**src/rtl/retospect_spike_encoder.sv**
```systemverilog
// Spike encoder: rising axon edges become {timestamp, idx} events that are queued and sent out over valid/ready.
// Optional macro SPIKE_ENC_TIMESTAMP_EN builds the timestamp counter; without it the TS field reads 0.
module retospect_spike_encoder #(
  parameter int unsigned N_CELLS = 25,
  parameter int unsigned IDX_W   = 5,
  parameter int unsigned TS_W    = 5,
  parameter int unsigned DEPTH   = 4
) (
  input  logic                    clk,
  input  logic                    rst_n,
  input  logic                    config_en,
  input  logic [N_CELLS-1:0]      axon,
  output logic [TS_W+IDX_W-1:0]   out_data,
  output logic                    out_valid,
  input  logic                    out_ready,
  output logic                    overflow,
  input  logic                    clear_ovf
);

  localparam int unsigned OUT_W = TS_W + IDX_W;
`ifdef SPIKE_ENC_TIMESTAMP_EN
  localparam int unsigned ENT_W = TS_W + IDX_W;
`else
  localparam int unsigned ENT_W = IDX_W;
`endif
  localparam int unsigned PTR_W = (DEPTH > 1) ? $clog2(DEPTH) : 1;
  localparam int unsigned CNT_W = PTR_W + 1;

  logic [N_CELLS-1:0] prev_q, pending_q, pending_d;
  logic [ENT_W-1:0]   mem_q [DEPTH];
  logic [PTR_W-1:0]   wr_ptr_q, wr_ptr_d, rd_ptr_q, rd_ptr_d;
  logic [CNT_W-1:0]   count_q, count_d;
  logic [ENT_W-1:0]   head_q, head_d, push_data;
  logic               valid_q, ovf_q, ovf_d;

  logic [N_CELLS-1:0] rise, grant_oh;
  logic [IDX_W-1:0]   grant_idx;
  logic               grant_found, push, pop, full, can_push, drop;

  assign rise     = config_en ? '0 : (axon & ~prev_q);
  assign pop      = valid_q & out_ready;
  assign full     = (count_q == CNT_W'(DEPTH));
  assign can_push = ~full | pop;

  // Lowest pending index wins the single push slot.
  always_comb begin
    grant_idx   = '0;
    grant_found = 1'b0;
    for (int unsigned i = 0; i < N_CELLS; i++) begin
      if (pending_q[i] && !grant_found) begin
        grant_idx   = IDX_W'(i);
        grant_found = 1'b1;
      end
    end
  end

  assign push     = grant_found & can_push;
  assign grant_oh = push ? (N_CELLS'(1) << grant_idx) : '0;
  assign drop     = |(rise & pending_q & ~grant_oh);

`ifdef SPIKE_ENC_TIMESTAMP_EN
  logic [TS_W-1:0] ts_q;
  assign push_data = {ts_q, grant_idx};

  always_ff @(posedge clk) begin
    if (!rst_n)          ts_q <= '0;
    else if (!config_en) ts_q <= ts_q + TS_W'(1);
  end
`else
  assign push_data = grant_idx;
`endif

  always_comb begin
    pending_d = (pending_q & ~grant_oh) | rise;
    wr_ptr_d  = wr_ptr_q + PTR_W'(push);
    rd_ptr_d  = rd_ptr_q + PTR_W'(pop);
    count_d   = count_q + CNT_W'(push) - CNT_W'(pop);
    ovf_d     = clear_ovf ? 1'b0 : (ovf_q | drop);
  end

  // Next head: a push landing on the new read slot is forwarded into the head register.
  always_comb begin
    head_d = '0;
    if (count_d != '0) begin
      if (push && (wr_ptr_q == rd_ptr_d)) head_d = push_data;
      else                                head_d = mem_q[rd_ptr_d];
    end
  end

  always_ff @(posedge clk) begin
    if (push) mem_q[wr_ptr_q] <= push_data;
  end

  always_ff @(posedge clk) begin
    if (!rst_n) begin
      prev_q    <= '0;
      pending_q <= '0;
      wr_ptr_q  <= '0;
      rd_ptr_q  <= '0;
      count_q   <= '0;
      head_q    <= '0;
      valid_q   <= 1'b0;
      ovf_q     <= 1'b0;
    end else begin
      prev_q    <= axon;
      pending_q <= pending_d;
      wr_ptr_q  <= wr_ptr_d;
      rd_ptr_q  <= rd_ptr_d;
      count_q   <= count_d;
      head_q    <= head_d;
      valid_q   <= (count_d != '0);
      ovf_q     <= ovf_d;
    end
  end

  assign out_data  = OUT_W'(head_q);
  assign out_valid = valid_q;
  assign overflow  = ovf_q;

endmodule
```
**config.mk**
```make
export PLATFORM = sky130hd
export DESIGN_NAME = retospect_spike_encoder
export DESIGN_NICKNAME = d
export VERILOG_FILES = /design/src/rtl/retospect_spike_encoder.sv
export SDC_FILE = /design/constraint.sdc
export NUM_CORES = 1
export LEC_CHECK = 0
export ABC_AREA = 0
export CAP_MARGIN = 10
export CORE_ASPECT_RATIO = 0.7
export CORE_MARGIN = 5
export CORE_UTILIZATION = 60
export DETAILED_ROUTE_END_ITERATION = 8
export DONT_BUFFER_PORTS = 1
export PLACE_DENSITY = 0.84
export SYNTH_ARGS = -nofsm -noshare
export SYNTH_HDL_FRONTEND = slang
export SYNTH_SLANG_ARGS = --single-unit
```
**constraint.sdc**
```tcl
create_clock -name clk -period 8.6 [get_ports clk]
set_clock_uncertainty 0.1 [all_clocks]
set_input_delay 0.86 -clock clk [delete_from_list [all_inputs] [get_ports clk]]
set_output_delay 0.86 -clock clk [all_outputs]
set_load 0.005 [all_outputs]
```
Yosys cells after proc, flatten, opt, wreduce, memory -nomap -nowiden
Memory sizes are Yosys's and may differ from the RTL's. A register that Yosys moved wholly into a read port is not among the register bits.
Cells that the tools add are included.
{ "classes": {"addsub": 4, "eq_ne": 1, "shift": 1, "mux": 53, "bitwise_logic": 13, "reduce_logical": 53} }
{ "ops": {"columns": ["cell", "count"], "rows": [
  ["2-to-1 mux 5 bit", 23],
  ["bitwise AND 25 bit", 4],
  ["2-to-1 mux 25 bit", 2],
  ["NOT 25 bit", 2],
  ["2-to-1 mux 1 bit", 28],
  ["zero test 1 bit", 25],
  ["bitwise OR 25 bit", 1],
  ["OR reduction 25 bit", 1],
  ["<< shifter 1 x 5 -> 25 bit (first input constant)", 1],
  ["logical AND 1 bit", 24],
  ["adder 2 x 1 -> 2 bit", 2],
  ["adder 3 x 1 -> 3 bit", 1],
  ["== test 3 bit (second input constant)", 1],
  ["nonzero test 3 bit", 1],
  ["subtractor 3 x 1 -> 3 bit", 1],
  ["bitwise AND 1 bit", 2],
  ["NOT 1 bit", 2],
  ["bitwise OR 1 bit", 2],
  ["AND reduction 2 bit", 1],
  ["OR reduction 2 bit", 1]
]} }
{ "word_totals": {"regBits": 59, "ramBits": 20, "inputBits": 30, "out_inout_bits": 12, "word_cells": 133, "mem_count": 1} }
{ "mem_list": {"columns": ["memory", "words", "width", "rd", "rd_ports_with_merged_regs", "write_ports", "line", "text"], "rows": [
  ["mem_q", 4, 5, 1, 1, 1, "30", "logic [ENT_W-1:0] mem_q [DEPTH];"]
]} }

Longest topological paths before layout
Gate-level depths: netlist of run 1.
{ "depth": {"word_depth": 79, "ltp_mapped": 13, "depth_no_buf": 13} }

Worst setup path before layout of run 1
Ideal clock, no wire load.
{ "synth_path": {"kind": "register to register", "startpoint": "reg pending_q[6]", "endpoint": "reg head_q[0], read port of mem_q", "setup_time_ps": 128, "t_arrival_ps": 2947, "required_time_ps": 8372, "slack_ps": 5425, "stages_incl_launch_ff": 14, "n_path_buf": 0, "period_less_slack_ps": 3175, "path_cell_list": "dfxtp_1 > or4_1 > nor4_1 > nand2_1 > nand2_1 > ha_1 > inv_1 > ha_1 > inv_1 > fa_1 > xnor2_1 > xnor2_1 > o21ai_1 > nor2_1"} }
{ "synth_via": {"elab_chain_cells": 62} }
{ "synth_lines": {"columns": ["element", "line", "text"], "rows": [
  ["start, declared", "29", "logic [N_CELLS-1:0] prev_q, pending_q, pending_d;"],
  ["start signal, assigned", "106", "pending_q <= pending_d;"],
  ["logical AND 1 bit *", "50", "if (pending_q[i] && !grant_found) begin"],
  ["2-to-1 mux 1 bit *", "50", null],
  ["zero test 1 bit", "50", null],
  ["logical AND 1 bit", "50", null],
  ["2-to-1 mux 1 bit *", "50", null],
  ["zero test 1 bit", "50", null],
  ["logical AND 1 bit", "50", null],
  ["2-to-1 mux 1 bit *", "50", null],
  ["[... 46 more ...]", null, null],
  ["logical AND 1 bit", "50", null],
  ["2-to-1 mux 1 bit *", "50", null],
  ["bitwise AND 1 bit *", "57", "assign push = grant_found & can_push;"],
  ["adder 3 x 1 -> 3 bit *", "77", "count_d = count_q + CNT_W'(push) - CNT_W'(pop);"],
  ["subtractor 3 x 1 -> 3 bit *", "77", null],
  ["nonzero test 3 bit *", "84", "if (count_d != '0) begin"],
  ["AND reduction 2 bit (no line) *", null, null],
  ["zero test 1 bit (no line) *", null, null],
  ["end, declared", "33", "logic [ENT_W-1:0] head_q, head_d, push_data;"]
]} }
Every way passes the cells marked *; elsewhere a longest branch is shown, timed or not.
A chain may end at the register's enable or synchronous reset.

Final worst setup path of run 1
{ "layout_path": {"startpoint": "reg pending_q[6]", "endpoint": "reg head_q[3], read port of mem_q"} }
The elaborated chain is that of the path after synthesis.

==> results.sh, run 1 <==
export IMPL_worstPathCellList="or4_1 > nor4_1 > nand2_1 > nand2_1 > ha_1 > inv_1 > ha_1 > inv_1 > fa_1 > xnor2_1 > xnor2_1 > o21ai_1 > nor2_1"
export IMPL_period_share_pct=41.85
export IMPL_grt_pass1_vias=2920
export IMPL_antenna_found_initial=0
export IMPL_critical_path_top_delay_family="simple AND/OR/NAND/NOR gates"
export IMPL_hold_viol_final=0
export IMPL_dpl_cell_count=486
export IMPL_syn_area_um2=4015
export IMPL_critPathKind="register to register"
export IMPL_use_met2_pct=32.63
export IMPL_drc=0
export IMPL_required_ns=8.73
export IMPL_routedWlPerCell_um=18.61
export IMPL_finalSetupViolCount=0
export IMPL_clock_latency_ns=0.35
export IMPL_htree_levels=3
export IMPL_post_cts_resized=0
export IMPL_start_kind="register"
export IMPL_root_buffer="clkbuf_8"
export IMPL_fp_dieH_um=78.44
export IMPL_initialDrtViolationCount=269
export IMPL_cts_buffers_inserted=9
export IMPL_clkTransAtPathRegs_ns=0.08
export IMPL_drv_slew=0
export IMPL_totalWireLength_mm=9.344
export IMPL_row_count=25
export IMPL_firstDrtPassIters=5
export IMPL_final_area_um2=4258
export IMPL_synth_top_area_share_pct=31.91
export IMPL_worstMarginPinSlew_ns=1.089
export IMPL_synth_top_area_cell="dfxtp_1"
export IMPL_rsz0062_at_grt="no"
export IMPL_vias=3052
export IMPL_min_path_type="register to register"
export IMPL_cts_tree="done"
export IMPL_synthMuxAreaShare_pct=4.300
export IMPL_fin_nets=438
export IMPL_layout_drive_gt1_share_pct=11.03
export IMPL_boundaryPins=42
export IMPL_synth_common_cells="dfxtp_1 (64), and2_1 (40), nor2_1 (33)"
export IMPL_clock_fmax_mhz=277.9
export IMPL_fin_cells=502
export IMPL_postCtsSetupBuffers=0
export IMPL_core_region_area_um2=6631
export IMPL_synth_area_leaders="dfxtp_1 (32%), edfxtp_1 (15%), and2_1 (6.2%)"
export IMPL_yosysSeqAreaShare_pct=46.87
export IMPL_timing_final_ws_setup_ns=5.001
export IMPL_crit_buf_inv=2
export IMPL_initial_core_util_pct=60.55
export IMPL_hold_buffers=0
export IMPL_placed_area_um2=4068
export IMPL_leakage_nw=1.589
export IMPL_critPathMaxFanout=6
export IMPL_io_buffer_count=0
export IMPL_peakVddDrop_mv=0.1281
export IMPL_grtUsageMet1_pct=34.43
export IMPL_die_area_um2=8454
export IMPL_reg2reg_depth=13
export IMPL_synth_simple_area_share_pct=25.62
export IMPL_clock_path_buffers=2
export IMPL_relSlewSlack_pct=26.77
export IMPL_diodes=0
export IMPL_crit_path_end_kind="register"
export IMPL_synth_most_common_cell="dfxtp_1"
export IMPL_overflow=0
export IMPL_slowest_delay_ns=0.65
export IMPL_globalRouteMet3Util_pct=9.285
export IMPL_slowest_stage="or4_1"
export IMPL_fin_setup_tns_ns=0
export IMPL_timing_critical_path_arrival_ns=3.73
export IMPL_synthArstFlopShare_pct=0
export IMPL_grt_max_degree=60
export IMPL_die_w_um=107.8
export IMPL_ys_warn_count=0
export IMPL_syn2layout_area_growth_pct=6.045
export IMPL_maxCapViolations=0
export IMPL_synthAdderAreaFrac_pct=1.745
export IMPL_status="completed"
export IMPL_clkSinkCount=84
export IMPL_hold_path_depth=3
export IMPL_synth_avg_cell_area_um2=9.963
export IMPL_ys_seq_elements=84
export IMPL_grt_pass1_wl_mm=15.28
export IMPL_synth_top_flop_cell="dfxtp_1"
export IMPL_powerDensity_nw_per_um2=272.5
export IMPL_synth_top_family_by_area="simple AND/OR/NAND/NOR gates"
export IMPL_cp_depth=13
export IMPL_synth_edf_count=20
export IMPL_netlist_instances=403
export IMPL_synth_xor_area_share_pct=1.309
export IMPL_dp_hpwl_mm=7.101
export IMPL_netlist_cell_type_count=71
export IMPL_grt_busiest_layer="met1"
export IMPL_antenna_left=0
export IMPL_pre_cts_ws_ns=5.069
export IMPL_gp_congestion=0.9577
export IMPL_synth_compound_area_share_pct=16.20
export IMPL_period_minus_slack_ns=3.599
export IMPL_grt_use_total_pct=23.44
export IMPL_vias_per_cell=6.080
==> registers in the layout, summed over array words and instances, names as in the netlist <==
signal / cells
head_q: 5
wr_ptr_q: 2
mem_q: 20
rd_ptr_q: 2
out_valid: 1
overflow: 1
count_q: 3
prev_q: 25
pending_q: 25
==> cell families (layout without fill, tap and decap cells) <==
family | after synthesis | count (layout)
compound gates | 88 | 88
xor+xnor | 6 | 6
flops | 84 | 84
other cells | 1 | 5
fa+ha+maj | 5 | 5
mux | 11 | 11
buf+inv | 35 | 36
simple gates | 173 | 173
==> final timing paths <==
kind / start / endpoint / slack (ns)
max reg2reg: pending_q[6]$_SDFF_PN0_ / head_q[3]$_SDFF_PN0_ / 5.00
min: prev_q[11]$_SDFF_PN0_ / pending_q[11]$_SDFF_PN0_ / 0.42
max: pending_q[6]$_SDFF_PN0_ / head_q[3]$_SDFF_PN0_ / 5.00
min reg2reg: prev_q[11]$_SDFF_PN0_ / pending_q[11]$_SDFF_PN0_ / 0.42
==> per-layer routing <==
metal	share of wire (%)	routed length, um	vias up
met1	47	4390	1443
met3	11	1069	10
met2	41	3794	154
li1	-	-	1445
met4	0.96	90	0
met5	0	0	-
==> layout by cell type, fill, tap and decap left out, types with 3 or more instances in the layout <==
| cell type | netlist | routed |
|---|---|---|
| dfxtp_1 | 64 | 64 |
| and2_1 | 40 | 40 |
| nor2_1 | 33 | 33 |
| o21ai_0 | 23 | 23 |
| edfxtp_1 | 20 | 20 |
| inv_1 | 18 | 18 |
| nand3_1 | 16 | 16 |
| nand2_1 | 16 | 16 |
| a21boi_0 | 13 | 13 |
| clkbuf_8 | 0 | 9 |
| o31ai_1 | 6 | 6 |
| nor2b_1 | 6 | 6 |
| a21oi_1 | 6 | 6 |
| mux2i_1 | 6 | 6 |
| nor4_1 | 5 | 5 |
| nand4_1 | 5 | 5 |
| nand2b_1 | 5 | 5 |
| mux4_2 | 5 | 5 |
| conb_1 | 1 | 5 |
| or4_1 | 4 | 4 |
| clkinv_1 | 1 | 4 |
| o211ai_1 | 4 | 4 |
| nor3_1 | 4 | 4 |
| nor3b_1 | 4 | 4 |
| and3_1 | 4 | 4 |
| xor2_1 | 4 | 4 |
| o21a_1 | 4 | 4 |
| nand3b_1 | 4 | 4 |
| o2111ai_1 | 4 | 4 |
| ha_1 | 4 | 4 |
| or3_1 | 3 | 3 |
| a211oi_1 | 3 | 3 |
| nand3_2 | 3 | 3 |
| or2b_1 | 3 | 3 |
==> stage by stage <==
step,util [%],power (W),hold WS (ns)
floorplan,-,0.0008084,0.3821
global placement,61.34,0.0008859,0.3904
detailed placement,61.34,0.0008937,0.4082
CTS,64.21,0.001162,0.4198
global route,64.21,0.001230,0.4637
finish,64.21,0.001160,0.4151
==> final cells by class <==
class                           count  area (um2)
Sequential cell                    84        1882
Clock buffer                        9       123.9
Clock inverter                      7       66.31
Multi-Input combinational cell    288        1993
Tap cell                           94       117.6
Fill cell                         549        2374
Inverter                           20       75.07
==> tightest hold or removal path, delay by kind of cell, from the launching register on <==
family	cells	cell delay [ns]
flip-flops	1	0.31
AO/OA/AOI/OAI	1	0.06
AND/OR/NAND/NOR	2	0.09
==> power breakdown <==
part	switching, W	internal, W	total [W]	leakage [nW]
Clock	0.000138	0.000133	0.000271	0.0923
Combinational	0.000209	0.000149	0.000358	0.776
Sequential	0.0000441	0.000487	0.000531	0.721
Total	0.000391	0.000769	0.00116	1.59
Power figures use the tool's default switching activity.
==> run 2, diff against run 1 <==
Settings changed: CORE_UTILIZATION 60 to 57, PLACE_DENSITY 0.84 to 0.83.
Clock period 8.6 ns to 3.2 ns, I/O delays scaled along.
==> run 2 against run 1 <==
Wire length rose by 31%; cell count rose by 21%; global-route usage increased by 5.6 points; combinational power rose to 3.9 times the previous value; sequential power grew to 2.7 times the previous value; highest routed layer unchanged; fmax increased by 14%; sequential share of layout area decreased by 8.5 points; core utilization grew 14 points.
==> results.sh, run 2 (same netlist as run 1, synthesis figures left out) <==
export IMPL_critPathMaxFanout=3
export IMPL_grt_max_degree=34
export IMPL_maxCapViolations=0
export IMPL_crit_path_end_kind="register"
export IMPL_final_area_um2=5315
export IMPL_dpl_cell_count=539
export IMPL_status="completed"
export IMPL_vias=3627
export IMPL_largestRegisters="pending_q (25), prev_q (25), mem_q (20)"
export IMPL_slowest_stage="or4_4"
export IMPL_routedWlPerCell_um=20.17
export IMPL_required_ns=3.35
export IMPL_boundaryPins=42
export IMPL_worstPathCellList="or4_4 > buf_6 > a211oi_4 > nand3_2 > or3_4 > o2111ai_4 > nand3_2 > or4_4 > o41ai_4 > a21oi_1"
export IMPL_timing_critical_path_arrival_ns=3.31
export IMPL_syn2layout_area_growth_pct=32.38
export IMPL_dp_hpwl_mm=8.480
export IMPL_fin_nets=543
export IMPL_peakVddDrop_mv=0.3722
export IMPL_root_buffer="clkbuf_8"
export IMPL_postLayoutCoreUtil_pct=78.30
export IMPL_totalWireLength_mm=12.24
export IMPL_cts_tree="done"
export IMPL_min_path_type="primary input to register"
export IMPL_fp_dieH_um=80.22
export IMPL_drv_slew=0
export IMPL_drc=0
export IMPL_row_count=25
export IMPL_critical_path_top_delay_family="simple AND/OR/NAND/NOR gates"
export IMPL_gp_congestion=1.006
export IMPL_start_kind="register"
export IMPL_period_share_pct=98.91
export IMPL_relSlewSlack_pct=36.14
export IMPL_core_region_area_um2=6788
export IMPL_io_buffer_count=0
export IMPL_die_area_um2=8849
export IMPL_clock_latency_ns=0.37
export IMPL_finalSetupViolCount=0
export IMPL_clkSinkCount=84
export IMPL_placed_area_um2=4466
export IMPL_clkTransAtPathRegs_ns=0.09
export IMPL_antenna_left=0
export IMPL_slowest_delay_ns=0.57
export IMPL_leakage_nw=2.134
export IMPL_worstMarginPinSlew_ns=0.9505
export IMPL_clock_path_buffers=2
export IMPL_hold_viol_final=0
export IMPL_powerDensity_nw_per_um2=667.3
export IMPL_layout_drive_gt1_share_pct=25.73
export IMPL_firstDrtPassIters=5
export IMPL_critPathKind="register to register"
export IMPL_nFillCells=469
export IMPL_cts_buffers_inserted=9
export IMPL_layout_common_cells="buf_4 (58), dfxtp_1 (56), dlygate4sd3_1 (44), and2_1 (40), nor2_1 (31)"
export IMPL_clock_fmax_mhz=315.9
export IMPL_htree_levels=3
export IMPL_overflow=0
export IMPL_grt_pass1_wl_mm=18.98
export IMPL_regToRegSetupSlack_ns=0.03
export IMPL_vias_per_cell=5.975
export IMPL_diodes=0
export IMPL_period_minus_slack_ns=3.165
export IMPL_initialDrtViolationCount=273
export IMPL_crit_buf_inv=1
export IMPL_final_common_cell="buf_4"
export IMPL_initial_core_util_pct=59.15
export IMPL_fin_cells=607
export IMPL_grt_pass1_vias=3631
export IMPL_die_w_um=110.3
export IMPL_antenna_found_initial=0
export IMPL_rsz0062_at_grt="yes"
export IMPL_grt_use_total_pct=29.06
## run 2: worst register-to-register path, cell delays in order, from the launching register on
cell and delay (ns):
dfxtp_2 0.33, or4_4 0.57, buf_6 0.15, a211oi_4 0.23, nand3_2 0.13, or3_4 0.45, o2111ai_4 0.23, nand3_2 0.08
or4_4 0.44, o41ai_4 0.25, a21oi_1 0.10
## run 2: power by group
group          total, W  internal, W  leakage (nW)  switching [W]
Clock          0.000746     0.000334        0.0963       0.000412
Sequential      0.00142      0.00131         0.725       0.000108
Combinational   0.00138     0.000664          1.31       0.000719
Total           0.00355      0.00231          2.13        0.00124
## run 2: what timing repair did
action | 4_1_cts | 5_1_grt
gates resized for setup | 3 | 34
endpoints found under the hold margin | 45 | 7
cloned | 0 | 0
setup endpoints to repair | 7 | 8
pin swaps | 1 | 20
setup buffers | 0 | 8
hold buffers | 43 | 1
## run 2: metrics by stage
stage / TNS, ns / setup WS (ns) / power, W / hold slack [ns]
finish: 0 / 0.03487 / 0.003547 / 0.008939
CTS: -0.001423 / -0.001423 / 0.003397 / 0.003172
global route: -0.9275 / -0.1559 / 0.003742 / 0.004177
floorplan: 0 / 0.02461 / 0.002173 / 0.3417
detailed placement: -0.6130 / -0.1049 / 0.002614 / 0.3449
global placement: -0.3020 / -0.05664 / 0.002580 / 0.3431
## run 2: path summary, 6_finish.rpt
path	to	startpoint	depth (start not counted)
worst max-delay path	overflow$_SDFF_PP0_	pending_q[4]$_SDFF_PN0_	10
worst min-delay path	pending_q[8]$_SDFF_PN0_	axon[8]	2
worst max register to register	overflow$_SDFF_PP0_	pending_q[4]$_SDFF_PN0_	10
worst min register to register	pending_q[11]$_SDFF_PN0_	prev_q[11]$_SDFF_PN0_	3
## run 2: layout make-up
| cell class | instances | area, um2 | share of cell area [%] |
|---|---|---|---|
| multi-input combinational | 288 | 2125 | 39.97 |
| sequential | 84 | 1897 | 35.69 |
| timing repair buffer | 105 | 909.6 | 17.11 |
| clock buffer | 10 | 148.9 | 2.801 |
| tap | 94 | 117.6 | 2.213 |
| inverter | 20 | 75.07 | 1.412 |
| clock inverter | 6 | 42.54 | 0.8004 |
## run 2: per-layer routing
metal  track usage, %  vias to the layer above  wire [um]
met5                0                        -          0
met4            7.134                        0        184
met3            9.960                       20       1380
met2            44.73                      214       5453
met1            39.32                     1729       5224
li1                 -                     1664          -
